--- src/rtl/dut_reset_pkg.sv ---
`default_nettype none
// ============================================================================
// Module   : dut_reset_pkg
// Purpose  : Shared types and constants for the DUT reset sequencer: FSM
//            state encoding, default pulse length, counter widths and a
//            helper that resolves the effective reset pulse length.
// Ports    : none (package)
// Revision : 1.0 - initial release
// ============================================================================
package dut_reset_pkg;

    typedef enum logic [2:0] {
        ST_INIT    = 3'd0,
        ST_IDLE    = 3'd1,
        ST_ASSERT  = 3'd2,
        ST_HOLDOFF = 3'd3,
        ST_DONE    = 3'd4
    } state_e;

    localparam int unsigned c_default_pulse = 10;
    localparam int unsigned c_cnt_w         = 16;
    localparam int unsigned c_tmr_w         = 8;

    // A requested length of zero falls back to the default pulse.
    function automatic logic [c_tmr_w-1:0] eff_pulse(
        input logic [c_tmr_w-1:0] len,
        input logic [c_tmr_w-1:0] dflt
    );
        return (len == '0) ? dflt : len;
    endfunction

endpackage
`default_nettype wire

--- src/rtl/dut_reset_timer.sv ---
`default_nettype none
// ============================================================================
// Module   : dut_reset_timer
// Purpose  : Loadable down-counter used to time every FSM phase.
// Ports    : clk        - clock
//            rst        - synchronous active-high reset (loads RESET_VAL)
//            load_i     - load load_val_i (wins over en_i)
//            load_val_i - value to load
//            en_i       - decrement by one, holding at zero
//            zero_o     - counter currently equals zero
// Revision : 1.0 - initial release
// ============================================================================
module dut_reset_timer
    import dut_reset_pkg::*;
#(
    parameter int unsigned RESET_VAL = c_default_pulse
) (
    input  logic               clk,
    input  logic               rst,
    input  logic               load_i,
    input  logic [c_tmr_w-1:0] load_val_i,
    input  logic               en_i,
    output logic               zero_o
);

    logic [c_tmr_w-1:0] count_q;

    always_ff @(posedge clk) begin
        if (rst) begin
            count_q <= c_tmr_w'(RESET_VAL);
        end else if (load_i) begin
            count_q <= load_val_i;
        end else if (en_i && (count_q != '0)) begin
            count_q <= count_q - 1'b1;
        end
    end

    assign zero_o = (count_q == '0);

endmodule
`default_nettype wire

--- src/rtl/dut_reset_seq.sv ---
`default_nettype none
// ============================================================================
// Module   : dut_reset_seq
// Purpose  : Generates power-on and on-request reset pulses for NUM_DUTS
//            downstream DUTs, with optional reverse-reset qualifier and a
//            post-deassertion hold-off period. All outputs are registered.
// Ports    : clk, reset            - clock, synchronous active-high reset
//            req/ack               - request handshake (ack = 1-cycle pulse)
//            req_reverse, req_mask - variant and DUT select, sampled on accept
//            pulse_len, holdoff_len- phase lengths, sampled on accept
//            busy, done            - status; done pulses at completion
//            dut_reset             - per-DUT active-high reset
//            dut_reverse_reset     - reverse qualifier, only with a reset
//            reset_count           - completed non-empty sequences (saturating)
// Revision : 1.0 - initial release
// ============================================================================
module dut_reset_seq
    import dut_reset_pkg::*;
#(
    parameter int unsigned NUM_DUTS      = 1,
    parameter int unsigned DEFAULT_PULSE = c_default_pulse
) (
    input  logic                clk,
    input  logic                reset,
    input  logic                req,
    input  logic                req_reverse,
    input  logic [NUM_DUTS-1:0] req_mask,
    input  logic [7:0]          pulse_len,
    input  logic [7:0]          holdoff_len,
    output logic                ack,
    output logic                busy,
    output logic [NUM_DUTS-1:0] dut_reset,
    output logic                dut_reverse_reset,
    output logic                done,
    output logic [c_cnt_w-1:0]  reset_count
);

    localparam logic [c_tmr_w-1:0] c_def_len = c_tmr_w'(DEFAULT_PULSE);

    state_e                state_q, state_d;
    logic [NUM_DUTS-1:0]   mask_q, mask_d;
    logic                  rev_q, rev_d;
    logic [c_tmr_w-1:0]    hold_q, hold_d;
    logic [c_cnt_w-1:0]    cnt_q, cnt_d;
    logic                  ack_q, ack_d;
    logic                  done_q, done_d;
    logic                  busy_q, busy_d;
    logic [NUM_DUTS-1:0]   dut_rst_q, dut_rst_d;
    logic                  dut_rev_q, dut_rev_d;

    logic                  w_tmr_load;
    logic [c_tmr_w-1:0]    w_tmr_val;
    logic                  w_tmr_en;
    logic                  w_tmr_zero;
    logic [c_tmr_w-1:0]    w_pulse;

    dut_reset_timer #(
        .RESET_VAL (DEFAULT_PULSE)
    ) u_timer (
        .clk        (clk),
        .rst        (reset),
        .load_i     (w_tmr_load),
        .load_val_i (w_tmr_val),
        .en_i       (w_tmr_en),
        .zero_o     (w_tmr_zero)
    );

    // Each timed phase loads length-1 and leaves on the cycle the timer
    // reads zero, so a phase of length N spans exactly N cycles.
    always_comb begin
        state_d    = state_q;
        mask_d     = mask_q;
        rev_d      = rev_q;
        hold_d     = hold_q;
        cnt_d      = cnt_q;
        w_tmr_load = 1'b0;
        w_tmr_val  = '0;
        w_tmr_en   = 1'b0;
        w_pulse    = eff_pulse(pulse_len, c_def_len);

        case (state_q)
            ST_INIT: begin
                if (w_tmr_zero) state_d = ST_IDLE;
                else            w_tmr_en = 1'b1;
            end
            ST_IDLE: begin
                if (req) begin
                    mask_d     = req_mask;
                    rev_d      = req_reverse;
                    hold_d     = holdoff_len;
                    w_tmr_load = 1'b1;
                    w_tmr_val  = w_pulse - 1'b1;
                    state_d    = ST_ASSERT;
                end
            end
            ST_ASSERT: begin
                // An empty mask spends only the ack cycle here so that ack
                // and done never coincide.
                if (mask_q == '0) begin
                    state_d = ST_DONE;
                end else if (w_tmr_zero) begin
                    if (hold_q == '0) begin
                        state_d = ST_DONE;
                    end else begin
                        state_d    = ST_HOLDOFF;
                        w_tmr_load = 1'b1;
                        w_tmr_val  = hold_q - 1'b1;
                    end
                end else begin
                    w_tmr_en = 1'b1;
                end
            end
            ST_HOLDOFF: begin
                if (w_tmr_zero) state_d = ST_DONE;
                else            w_tmr_en = 1'b1;
            end
            ST_DONE: begin
                state_d = ST_IDLE;
            end
            default: begin
                state_d = ST_INIT;
            end
        endcase

        // Outputs are registered from the next state, so they line up with
        // the state they describe.
        ack_d  = (state_q == ST_IDLE) && req;
        done_d = (state_d == ST_DONE);
        busy_d = (state_d != ST_IDLE);
        if (done_d && (mask_q != '0) && (cnt_q != '1)) begin
            cnt_d = cnt_q + 1'b1;
        end

        case (state_d)
            ST_INIT:   dut_rst_d = '1;
            ST_ASSERT: dut_rst_d = mask_d;
            default:   dut_rst_d = '0;
        endcase
        dut_rev_d = (state_d == ST_ASSERT) && rev_d && (mask_d != '0);
    end

    always_ff @(posedge clk) begin
        if (reset) begin
            state_q   <= ST_INIT;
            mask_q    <= '0;
            rev_q     <= 1'b0;
            hold_q    <= '0;
            cnt_q     <= '0;
            ack_q     <= 1'b0;
            done_q    <= 1'b0;
            busy_q    <= 1'b0;
            dut_rst_q <= '1;
            dut_rev_q <= 1'b0;
        end else begin
            state_q   <= state_d;
            mask_q    <= mask_d;
            rev_q     <= rev_d;
            hold_q    <= hold_d;
            cnt_q     <= cnt_d;
            ack_q     <= ack_d;
            done_q    <= done_d;
            busy_q    <= busy_d;
            dut_rst_q <= dut_rst_d;
            dut_rev_q <= dut_rev_d;
        end
    end

    assign ack               = ack_q;
    assign done              = done_q;
    assign busy              = busy_q;
    assign dut_reset         = dut_rst_q;
    assign dut_reverse_reset = dut_rev_q;
    assign reset_count       = cnt_q;

endmodule
`default_nettype wire

--- config.mk ---
export PLATFORM = sky130hd
export DESIGN_NAME = dut_reset_seq
export DESIGN_NICKNAME = d
export VERILOG_FILES = /design/src/rtl/dut_reset_pkg.sv /design/src/rtl/dut_reset_timer.sv /design/src/rtl/dut_reset_seq.sv
export SDC_FILE = /design/constraint.sdc
export NUM_CORES = 1
export LEC_CHECK = 0
export ABC_CLOCK_PERIOD_IN_PS = 2550
export BUFFER_PORTS_ARGS = -buffer_cell sky130_fd_sc_hd__buf_2
export CAP_MARGIN = 20
export CORE_ASPECT_RATIO = 1.25
export CORE_MARGIN = 2
export CORE_UTILIZATION = 50
export CTS_CLUSTER_DIAMETER = 120
export CTS_CLUSTER_SIZE = 24
export DETAILED_ROUTE_END_ITERATION = 6
export PLACE_DENSITY = 0.73
export SLEW_MARGIN = 10
export SYNTH_ARGS = -nofsm -noshare
export SYNTH_HDL_FRONTEND = slang
export SYNTH_SLANG_ARGS = --single-unit
--- constraint.sdc ---
create_clock -name clk -period 2.55 [get_ports clk]
set_input_delay 0 -clock clk [delete_from_list [all_inputs] [get_ports clk]]
set_output_delay 0 -clock clk [all_outputs]
set_load 0.1 [all_outputs]
==> results of run 1 <==
placed cells by master (no fill, tap or decap), types with 2 or more instances in the layout:
| master | netlist | layout |
|---|---|---|
| a2111oi_4 | 2 | 2 |
| a211oi_2 | 2 | 2 |
| a21oi_1 | 21 | 21 |
| a31o_2 | 2 | 2 |
| a31oi_1 | 2 | 2 |
| and2_1 | 2 | 2 |
| and3_1 | 7 | 7 |
| buf_2 | 1 | 41 |
| buf_4 | 0 | 4 |
| clkbuf_8 | 0 | 6 |
| dfxtp_1 | 42 | 42 |
| dlygate4sd3_1 | 0 | 10 |
| ha_1 | 6 | 6 |
| inv_1 | 10 | 10 |
| mux2i_1 | 3 | 3 |
| nand2_1 | 34 | 34 |
| nand3_1 | 12 | 12 |
| nand3b_1 | 2 | 2 |
| nand4_1 | 10 | 10 |
| nor2_1 | 36 | 36 |
| nor2b_1 | 4 | 4 |
| nor3_1 | 12 | 12 |
| nor4_1 | 5 | 5 |
| o21a_1 | 2 | 2 |
| o21ai_0 | 2 | 2 |
| o21ai_1 | 7 | 7 |
| o22ai_1 | 4 | 4 |
| o31ai_1 | 2 | 2 |
| xnor2_1 | 7 | 7 |
| xor2_1 | 17 | 17 |
power by group:
part | switching (mW) | internal, mW
Clock | 0.239 | 0.218
Combinational | 0.256 | 0.181
Sequential | 0.0651 | 0.710
Total | 0.561 | 1.11
sequential cells by signal, indices dropped and copies added, names as in the netlist:
name	cells
reset_count	16
hold_q	8
u_timer.count_q	8
state_q	3
ack	1
busy	1
done	1
dut_reset	1
dut_reverse_reset	1
mask_q	1
rev_q	1
through the flow:
step / hold WS (ns) / instance area [um2] / instances / utilization
6_report: 0.153 / 2780 / 395 / 0.627
5_1_grt: 0.201 / 2780 / 395 / 0.627
4_1_cts: 0.147 / 2780 / 395 / 0.627
3_5_place_dp: 0.245 / 2580 / 377 / 0.583
3_3_place_gp: 0.241 / 2580 / 377 / 0.583
2_1_floorplan: 0.0766 / 2320 / 283 / -
critical path, cell delays in order, from the launching register on:
cell and delay (ns):
dfxtp_1 0.38, inv_1 0.08, ha_1 0.20, nor4b_2 0.17, and2_4 0.20, a2111oi_4 0.46
nand2b_2 0.28, o21ai_1 0.11, a211oi_2 0.22
cell type report:
type	instances	share of cell area
clock buffers	6	0.0297
clock inverters	2	0.00451
inverters	10	0.0135
multi-input cells	222	0.502
flip-flops and latches	42	0.303
well taps	58	0.0261
repair buffers	55	0.121
path summary, 6_finish.rpt:
check | slack (ns) | depth (start not counted) | to
worst max-delay path | 0.36 | 8 | u_timer.count_q[4]
worst min-delay path | 0.15 | 4 | u_timer.count_q[0]
worst max register to register | 0.36 | 8 | u_timer.count_q[4]
worst min register to register | 0.46 | 2 | rev_q
timing repair:
action                                  4_1_cts  5_1_grt
hold buffers                                 10        0
endpoints found under the hold margin        10        0
endpoints found under the setup margin        0        0
per-layer routing:
metal  up-vias  wire, um  track usage  share of wire
met5         -         0            0              0
met4         0        87       0.0830          0.016
met3         9       195       0.0420          0.037
met2        46      2810        0.424           0.53
met1      1014      2180        0.249           0.41
li1       1104         -            -              -
cells by family after synthesis:
group / after synthesis / synth area share
compound gates: 55 / 0.173
fa+ha+maj: 6 / 0.0324
simple gates: 134 / 0.293
xor+xnor: 24 / 0.0908
buf+inv: 19 / 0.0346
mux: 3 / 0.0130
flops: 42 / 0.363
==> impl_metrics.toml, run 1 <==
[run_status]
run_status = "finished clean"

[synthesis]
async_flop_share = 0
synthesis.area_um2 = 2320
synth_seq_area_share = 0.363
synth_edf_count = 0
synthesis.nets = 310
synth_top_flop_cell = "dfxtp_1"
yosysWarningCount = 0
synth_top_area_cell = "dfxtp_1"
synth.avg_cell_area_um2 = 8.18
yosysTopAreaCellShare = 0.363
synth.most_common_cell = "dfxtp_1"
syn_inst = 283
postSynthRegisterBits = 42
synthDistinctLibCells = 48
synth.top_cells.by_area = "dfxtp_1 (36%), xor2_1 (6.4%), nor2_1 (5.8%)"
synth.cells.most_frequent = "dfxtp_1 (42), nor2_1 (36), nand2_1 (34), a21oi_1 (21), xor2_1 (17)"

[sta]
final_critical_path_setup_slack_ns = 0.364
period_share = 0.857
finalHoldViolations = 0
grt_setup_unrepaired = "false"
maxClockFrequency_mhz = 457
fin_tns_setup_ns = 0
worstMarginPinSlew_ns = 0.716
layout_min_cycle_time_ns = 2.19
setup_viol = 0
max_slew_margin = 0.523
finalMaxSlewViolations = 0
fin_skew_ns = 0.00571

[cells_and_area]
drive_above_1_share = 0.196
multiInputGateArea_um2 = 1400
number_of_fill_cells_in_the_layout = 403
register_area_um2 = 841
antenna_fix_cells = 0
areaGrowthSynthToFinish_pct = 19.9
finalNetCount = 363

[setup_path]
worst_setup_path_start_kind = "flop"
worst-path-max-fanout = 7
worst-endpoint-required_ns = 2.77
worstPathArrival_ns = 2.41
worstSetupEndpointType = "flop"
crit_type = "flop to flop"
critical_path_start = "u_timer.count_q[0]"
worst_r2r_startpoint = "u_timer.count_q[0]"

[place]
port_buffers = 41
finalWeightedCongestion = 0.859
dpl.hpwl_um = 3830
preCtsSetupSlack_ns = 0.401

[floorplanning]
die_area_um2 = 5200
floorplan.die.width_um = 64.9
initial_utilization = 0.523
core_area_um2 = 4430
row_count = 27
num_io_pins = 42
die_height_um = 80.1

[clock_network]
cell_at_the_root_of_the_clock_tree = "clkbuf_8"
post_cts_buffers = 0
tritoncts = "built"
cts.reportedPaths.clkPinSlew_ns = 0.08
ctsResizeCount = 0
cts_max_level = 2
clock_sinks = 42
cts-root-to-sink-buffers = 2
clock_latency_ns = 0.30
cts_inserted_buffers = 5

[global_route]
grt_pass1_wl_um = 9190
number_of_antenna_violations_at_the_first_check_in_global_routing = 0
grt_use_total = 0.226
grt_pass1_vias = 2121
grt_start_max_net_pins = 41
globalRouteOverflowTotal = 0

[routing]
detail-route-antenna-nets = 0
drc_errors = 0
detailed_route_via_count = 2173
vias_per_cell = 5.50
detailed_routing_iterations_pass_1 = 6
wire_per_inst_um = 13.3
first_iter_violations = 100
drt-total-wl_um = 5270

[pwr]
power.ir.vdd_worst_uv = 356
leakage_power_summed_over_all_cells_nw = 1.13
power-per-cell-area_nw_per_um2 = 601
power_mw = 1.67

[hold_path]
timing.hold.worst.class = "input port to flop"
hold_start = "pulse_len[0]"

[run]
maxCapViolations = 0
(Power assumes the default switching activity.)
==> inputs of run 2 (changes only) <==
--- a/config.mk
+++ b/config.mk
@@ -5,6 +5,7 @@
 export SDC_FILE = /design/constraint.sdc
 export NUM_CORES = 1
 export LEC_CHECK = 0
+export ABC_AREA = 1
 export ABC_CLOCK_PERIOD_IN_PS = 2550
 export BUFFER_PORTS_ARGS = -buffer_cell sky130_fd_sc_hd__buf_2
 export CAP_MARGIN = 20
@@ -14,7 +15,7 @@
 export CTS_CLUSTER_DIAMETER = 120
 export CTS_CLUSTER_SIZE = 24
 export DETAILED_ROUTE_END_ITERATION = 6
-export PLACE_DENSITY = 0.73
+export PLACE_DENSITY = 0.72
 export SLEW_MARGIN = 10
 export SYNTH_ARGS = -nofsm -noshare
 export SYNTH_HDL_FRONTEND = slang
==> run 2 against run 1 <==
Effect of this change:
- die area grew 17%
- combinational power grew 100%
- first-iteration DRC count grew 30%
- worst hold slack lost 0.095 ns
- wire length grew 20%
- via count grew 24%
- synthesized cell count grew 43%
- global-route usage shrank 1.1 points
- critical path type unchanged
==> impl_metrics.toml, run 2 <==
[setup_path]
worst_r2r_startpoint = "reset_count[0]"
regToRegEndpoint = "reset_count[4]"
crit_cells = 7
critPathMaxStageDelay_ns = 0.44
crit_type = "flop to flop"
critical-path-slowest-cell = "dfxtp_1"
critPathMostFrequentCell = "nand2_1"
worst_r2r_path_depth = 7
worst_path_dominant_cell_family = "simple AND/OR/NAND/NOR gates"
worstPathCellList = "ha_1 > nand2_1 > nor2_2 > nand4_4 > nand3_4 > nand2_1 > a21oi_1"
worst-path-max-fanout = 17
worstSetupEndpointType = "flop"
worst_setup_path_start_kind = "flop"
rrSetupSlack_ns = 0.65
critical_path_start = "reset_count[0]"
worstPathArrival_ns = 2.14
path_buf_inv = 0
worst-endpoint-required_ns = 2.79
endpoint = "reset_count[4]"

[routing]
drt-total-wl_um = 6300
detailed_routing_iterations_pass_1 = 4
drc_errors = 0
detail-route-antenna-nets = 0
detailed_route_via_count = 2699
vias_per_cell = 5.21
wire_per_inst_um = 12.2
first_iter_violations = 130

[synthesis]
synth.most_common_cell = "nand2_1"
yosysWarningCount = 0
syn_inst = 405
postSynthRegisterBits = 42
synthesis.nets = 432
synth_edf_count = 0
synth_seq_area_share = 0.309
yosysTopAreaCellShare = 0.309
async_flop_share = 0
synth.cells.most_frequent = "nand2_1 (80), nor2_1 (60), dfxtp_1 (42), inv_1 (41), a21oi_1 (30)"
synth_top_flop_cell = "dfxtp_1"
synth.avg_cell_area_um2 = 6.73
synth.top_cells.by_area = "dfxtp_1 (31%), nand2_1 (11%), nor2_1 (8.3%)"
synthesis.area_um2 = 2720
synth_top_area_cell = "dfxtp_1"
synthDistinctLibCells = 33

[pwr]
power.ir.vdd_worst_uv = 429
power_mw = 2.16
power-per-cell-area_nw_per_um2 = 686
leakage_power_summed_over_all_cells_nw = 1.42

[clock_network]
tritoncts = "built"
post_cts_buffers = 0
cts-root-to-sink-buffers = 2
clock_latency_ns = 0.30
clock_sinks = 42
cts_inserted_buffers = 5
cts_max_level = 2
ctsResizeCount = 0
cell_at_the_root_of_the_clock_tree = "clkbuf_8"
cts_hold_buffers = 9
cts.reportedPaths.clkPinSlew_ns = 0.09

[sta]
finalHoldViolations = 0
max_slew_margin = 0.677
fin_tns_setup_ns = 0
maxClockFrequency_mhz = 526
worstMarginPinSlew_ns = 0.488
grt_setup_unrepaired = "false"
fin_skew_ns = 0.00797
layout_min_cycle_time_ns = 1.90
period_share = 0.745
finalMaxSlewViolations = 0
setup_viol = 0

[cells_and_area]
number_of_fill_cells_in_the_layout = 534
antenna_fix_cells = 0
finalNetCount = 480
layout.cells.most_common = "nand2_1"
areaGrowthSynthToFinish_pct = 15.3
drive_above_1_share = 0.189
most-common-layout-cells = "nand2_1 (80), nor2_1 (60), dfxtp_1 (42)"
largest_register_ff_count = 16

[global_route]
grt_use_total = 0.215
grt_pass1_vias = 2496
globalRouteOverflowTotal = 0
grt_pass1_wl_um = 10700
grt_start_max_net_pins = 28
number_of_antenna_violations_at_the_first_check_in_global_routing = 0

[floorplanning]
die_height_um = 86.5
num_io_pins = 42
row_count = 30
die_area_um2 = 6060
initial_utilization = 0.511
core_area_um2 = 5330
floorplan.die.width_um = 70.0

[hold_path]
timing.hold.worst.class = "input port to flop"

[place]
finalWeightedCongestion = 0.893
dpl.hpwl_um = 4550
port_buffers = 41

[run]
maxCapViolations = 0

[run_status]
run_status = "finished clean"
==> run 2: cell count changes after synthesis, moves of 6 or more <==
cell / delta
inv_2: +11
and3_1: -7
nor3_1: -9
nor2_2: +6
a21oi_1: +9
nand3_1: +15
o21ai_0: +9
inv_1: +31
nor2_1: +24
nand4_1: +9
nand2_1: +46
==> run 2: how the worst min path moves through the flow <==
stage	from	to	slack, ns	cells after the start
finish	req_mask	mask_q	0.06	5
CTS	req_mask	mask_q	0.06	5
detailed placement	holdoff_len[4]	hold_q[4]	0.23	3
global route	pulse_len[0]	u_timer.count_q[0]	0.12	4
floorplan	holdoff_len[3]	hold_q[3]	0.13	2
global placement	holdoff_len[4]	hold_q[4]	0.22	3
==> run 2: power breakdown <==
group	switching, mW	internal [mW]	leakage [nW]
Combinational	0.579	0.314	1.03
Clock	0.253	0.193	0.0441
Sequential	0.0732	0.744	0.340
Total	0.905	1.25	1.42
==> run 2: cells by family after synthesis <==
logic type               Yosys count  synth area share
AO/OA/AOI/OAI                     56             0.105
buffers and inverters             64            0.0983
flip-flops                        42             0.309
AND/OR/NAND/NOR                  214             0.386
adder cells (fa/ha/maj)            6            0.0276
XOR/XNOR                          23            0.0740
==> run 2: cell type report <==
type | count | area [um2] | share of cell area
clock buffer | 5 | 68.8 | 0.0219
clock inverter | 3 | 21.3 | 0.00678
inverter | 52 | 195 | 0.0622
multi-input combinational | 299 | 1620 | 0.515
sequential | 42 | 841 | 0.268
tap | 64 | 80.1 | 0.0255
timing repair buffer | 53 | 318 | 0.101
==> run 2: tightest hold or removal path: stages <==
cell and delay [ns]:
buf_2 0.08, nand2_1 0.04, o21ai_0 0.09, inv_1 0.05, nor2_1 0.07
==> run 2: layer usage <==
layer | up-vias | share of wire | wire length, um | global-route usage
met5 | - | 0 | 0 | 0
met4 | 0 | 0.012 | 76 | 0.0577
met3 | 5 | 0.037 | 236 | 0.0395
met2 | 62 | 0.52 | 3300 | 0.422
met1 | 1231 | 0.43 | 2690 | 0.236
li1 | 1401 | - | - | -
==> run 2: through the flow <==
step / std cells / util / hold WS, ns / cell area (um2) / setup slack [ns]
3_3_place_gp: 501 / 0.555 / 0.221 / 2960 / 0.756
5_1_grt: 518 / 0.589 / 0.123 / 3140 / 0.510
4_1_cts: 518 / 0.589 / 0.0638 / 3140 / 0.651
6_report: 518 / 0.589 / 0.0575 / 3140 / 0.650
2_1_floorplan: 405 / - / 0.135 / 2720 / 0.204
3_5_place_dp: 501 / 0.555 / 0.229 / 2960 / 0.683
==> inputs of run 3 (changes only) <==
--- a/config.mk
+++ b/config.mk
@@ -6,7 +6,7 @@
 export NUM_CORES = 1
 export LEC_CHECK = 0
 export ABC_AREA = 1
-export ABC_CLOCK_PERIOD_IN_PS = 2550
+export ABC_CLOCK_PERIOD_IN_PS = 1800
 export BUFFER_PORTS_ARGS = -buffer_cell sky130_fd_sc_hd__buf_2
 export CAP_MARGIN = 20
 export CORE_ASPECT_RATIO = 1.25
==> constraint.sdc (replaced) <==
create_clock -name clk -period 1.8 [get_ports clk]
set_input_delay 0 -clock clk [delete_from_list [all_inputs] [get_ports clk]]
set_output_delay 0 -clock clk [all_outputs]
set_load 0.1 [all_outputs]
==> run 3 against run 2 <==
Effect of this change:
- setup slack worse by 0.52 ns
- register-to-register slack worse by 0.52 ns
- wire length up 0.78%
- via count down 0.15%
- clock power up 29%
- first-iteration DRC count down 20%
- utilization up 1.7 points
- largest power group unchanged
==> impl_metrics.toml, run 3 (synthesis results as in run 2) <==
[global_route]
globalRouteOverflowTotal = 0
grt_use_total = 0.216
grt_start_max_net_pins = 19
grt_pass1_vias = 2552
number_of_antenna_violations_at_the_first_check_in_global_routing = 0
grt_pass1_wl_um = 10700

[cells_and_area]
antenna_fix_cells = 0
most-common-layout-cells = "nand2_1 (80), nor2_1 (59), inv_1 (41), buf_2 (41), a21oi_1 (29)"
drive_above_1_share = 0.242
design_area_um2 = 3230
areaGrowthSynthToFinish_pct = 18.6
layout.cells.most_common = "nand2_1"
largest_register_ff_count = 16
finalNetCount = 490
number_of_fill_cells_in_the_layout = 526

[pwr]
power-per-cell-area_nw_per_um2 = 941
leakage_power_summed_over_all_cells_nw = 1.47
power.ir.vdd_worst_uv = 708

[routing]
wire_per_inst_um = 12.1
drc_errors = 0
detail-route-antenna-nets = 0
first_iter_violations = 104
detailed_route_via_count = 2695
drt-total-wl_um = 6350
detailed_routing_iterations_pass_1 = 4
vias_per_cell = 5.11

[sta]
grt_setup_unrepaired = "false"
maxClockFrequency_mhz = 599
period_share = 0.928
finalHoldViolations = 0
fin_tns_setup_ns = 0
setup_viol = 0
finalMaxSlewViolations = 0
fin_skew_ns = 0.00851
max_slew_margin = 0.677
layout_min_cycle_time_ns = 1.67
final_critical_path_setup_slack_ns = 0.130
worstMarginPinSlew_ns = 0.488

[run]
maxCapViolations = 0

[place]
finalWeightedCongestion = 0.828
dpl.hpwl_um = 4830
dpl-instance-area_um2 = 3060
preCtsSetupSlack_ns = 0.125
port_buffers = 41

[hold_path]
hold_start = "holdoff_len[0]"
min_path_cells = 3
timing.hold.worst.class = "input port to flop"
hold_path_end = "hold_q[0]"

[setup_path]
worst_r2r_startpoint = "u_timer.count_q[0]"
critPathMostFrequentCell = "nand2_2"
crit_type = "flop to flop"
critPathMaxStageDelay_ns = 0.32
worst-path-max-fanout = 10
worst_setup_path_start_kind = "flop"
rrSetupSlack_ns = 0.13
critical-path-slowest-cell = "dfxtp_1"
worst-endpoint-required_ns = 1.97
worstSetupEndpointType = "flop"
regToRegEndpoint = "reset_count[2]"
worstPathArrival_ns = 1.84
worst_r2r_path_depth = 11
worstPathCellList = "inv_1 > ha_1 > nand2_2 > nor2_8 > nand2_2 > nand2_2 > nand2_4 > nand2_8 > nand3_2 > nand2_1 > a21oi_1"

[floorplanning]
die_height_um = 86.5
initial_utilization = 0.511
row_count = 30
die_area_um2 = 6060
num_io_pins = 42
floorplan.die.width_um = 70.0
core_area_um2 = 5330

[clock_network]
cts_inserted_buffers = 5
cell_at_the_root_of_the_clock_tree = "clkbuf_8"
clock_sinks = 42
clock_latency_ns = 0.29
tritoncts = "built"
cts_max_level = 2
cts.reportedPaths.clkPinSlew_ns = 0.08
cts-root-to-sink-buffers = 2

[run_status]
run_status = "finished clean"
run 3: cell types whose count changed in the layout (fill, tap and decap cells not counted), moves of 2 or more:
cell,delta
clkbuf_1,+2
dfxtp_2,+14
dfxtp_4,+2
buf_4,+10
dfxtp_1,-16
run 3: area by class of cell:
class                      instances  area, um2  share of cell area
multi-input combinational        300       1630               0.505
sequential                        42        866               0.268
timing repair buffer              62        383               0.118
inverter                          52        195              0.0604
tap                               64       80.1              0.0248
clock buffer                       7       76.3              0.0236
run 3: stage by stage:
stage	power, mW	util	hold slack [ns]	std cells
6_report	3.04	0.606	0.0258	527
5_1_grt	3.26	0.606	0.0467	527
4_1_cts	3.06	0.603	0.0203	526
3_5_place_dp	2.46	0.574	0.234	511
3_3_place_gp	2.43	0.574	0.223	511
2_1_floorplan	2.20	-	0.135	405
run 3: timing repair:
action                                  CTS  global route
hold buffers                              8             0
hold endpoints to repair                  8             0
gates resized for setup                   0             2
buffers inserted                          0             0
endpoints found under the setup margin    0            15
run 3: worst max-delay path, delay by kind of cell (launching register included):
family	cells	cell delay [ns]
AND/OR/NAND/NOR	8	0.88
flip-flops	1	0.32
adder cells (fa/ha/maj)	1	0.19
buffers and inverters	1	0.10
AO/OA/AOI/OAI	1	0.06
run 3: power by group:
| group | internal (mW) | switching (mW) | total (mW) |
|---|---|---|---|
| combinational | 0.467 | 0.845 | 1.31 |
| sequential | 1.05 | 0.101 | 1.15 |
| clock | 0.268 | 0.309 | 0.576 |
| total | 1.79 | 1.25 | 3.04 |
run 3: per-layer routing:
metal / up-vias / global-route usage / wire [um]
li1: 1417 / - / -
met4: 0 / 0.0909 / 138
met1: 1201 / 0.229 / 2670
met5: - / 0 / 0
met3: 11 / 0.0256 / 231
met2: 66 / 0.424 / 3320
run 3: worst max path at each step:
stage / cells past startpoint / start / end / slack, ns
after floorplan: 8 / reset_count[1] / reset_count[5] / 0.04
after global placement: 11 / u_timer.count_q[0] / reset_count[13] / 0.17
after detailed placement: 11 / u_timer.count_q[0] / reset_count[2] / 0.12
after CTS: 11 / u_timer.count_q[0] / reset_count[2] / 0.11
after global routing: 11 / u_timer.count_q[0] / reset_count[5] / 0.02
final: 11 / u_timer.count_q[0] / reset_count[2] / 0.13
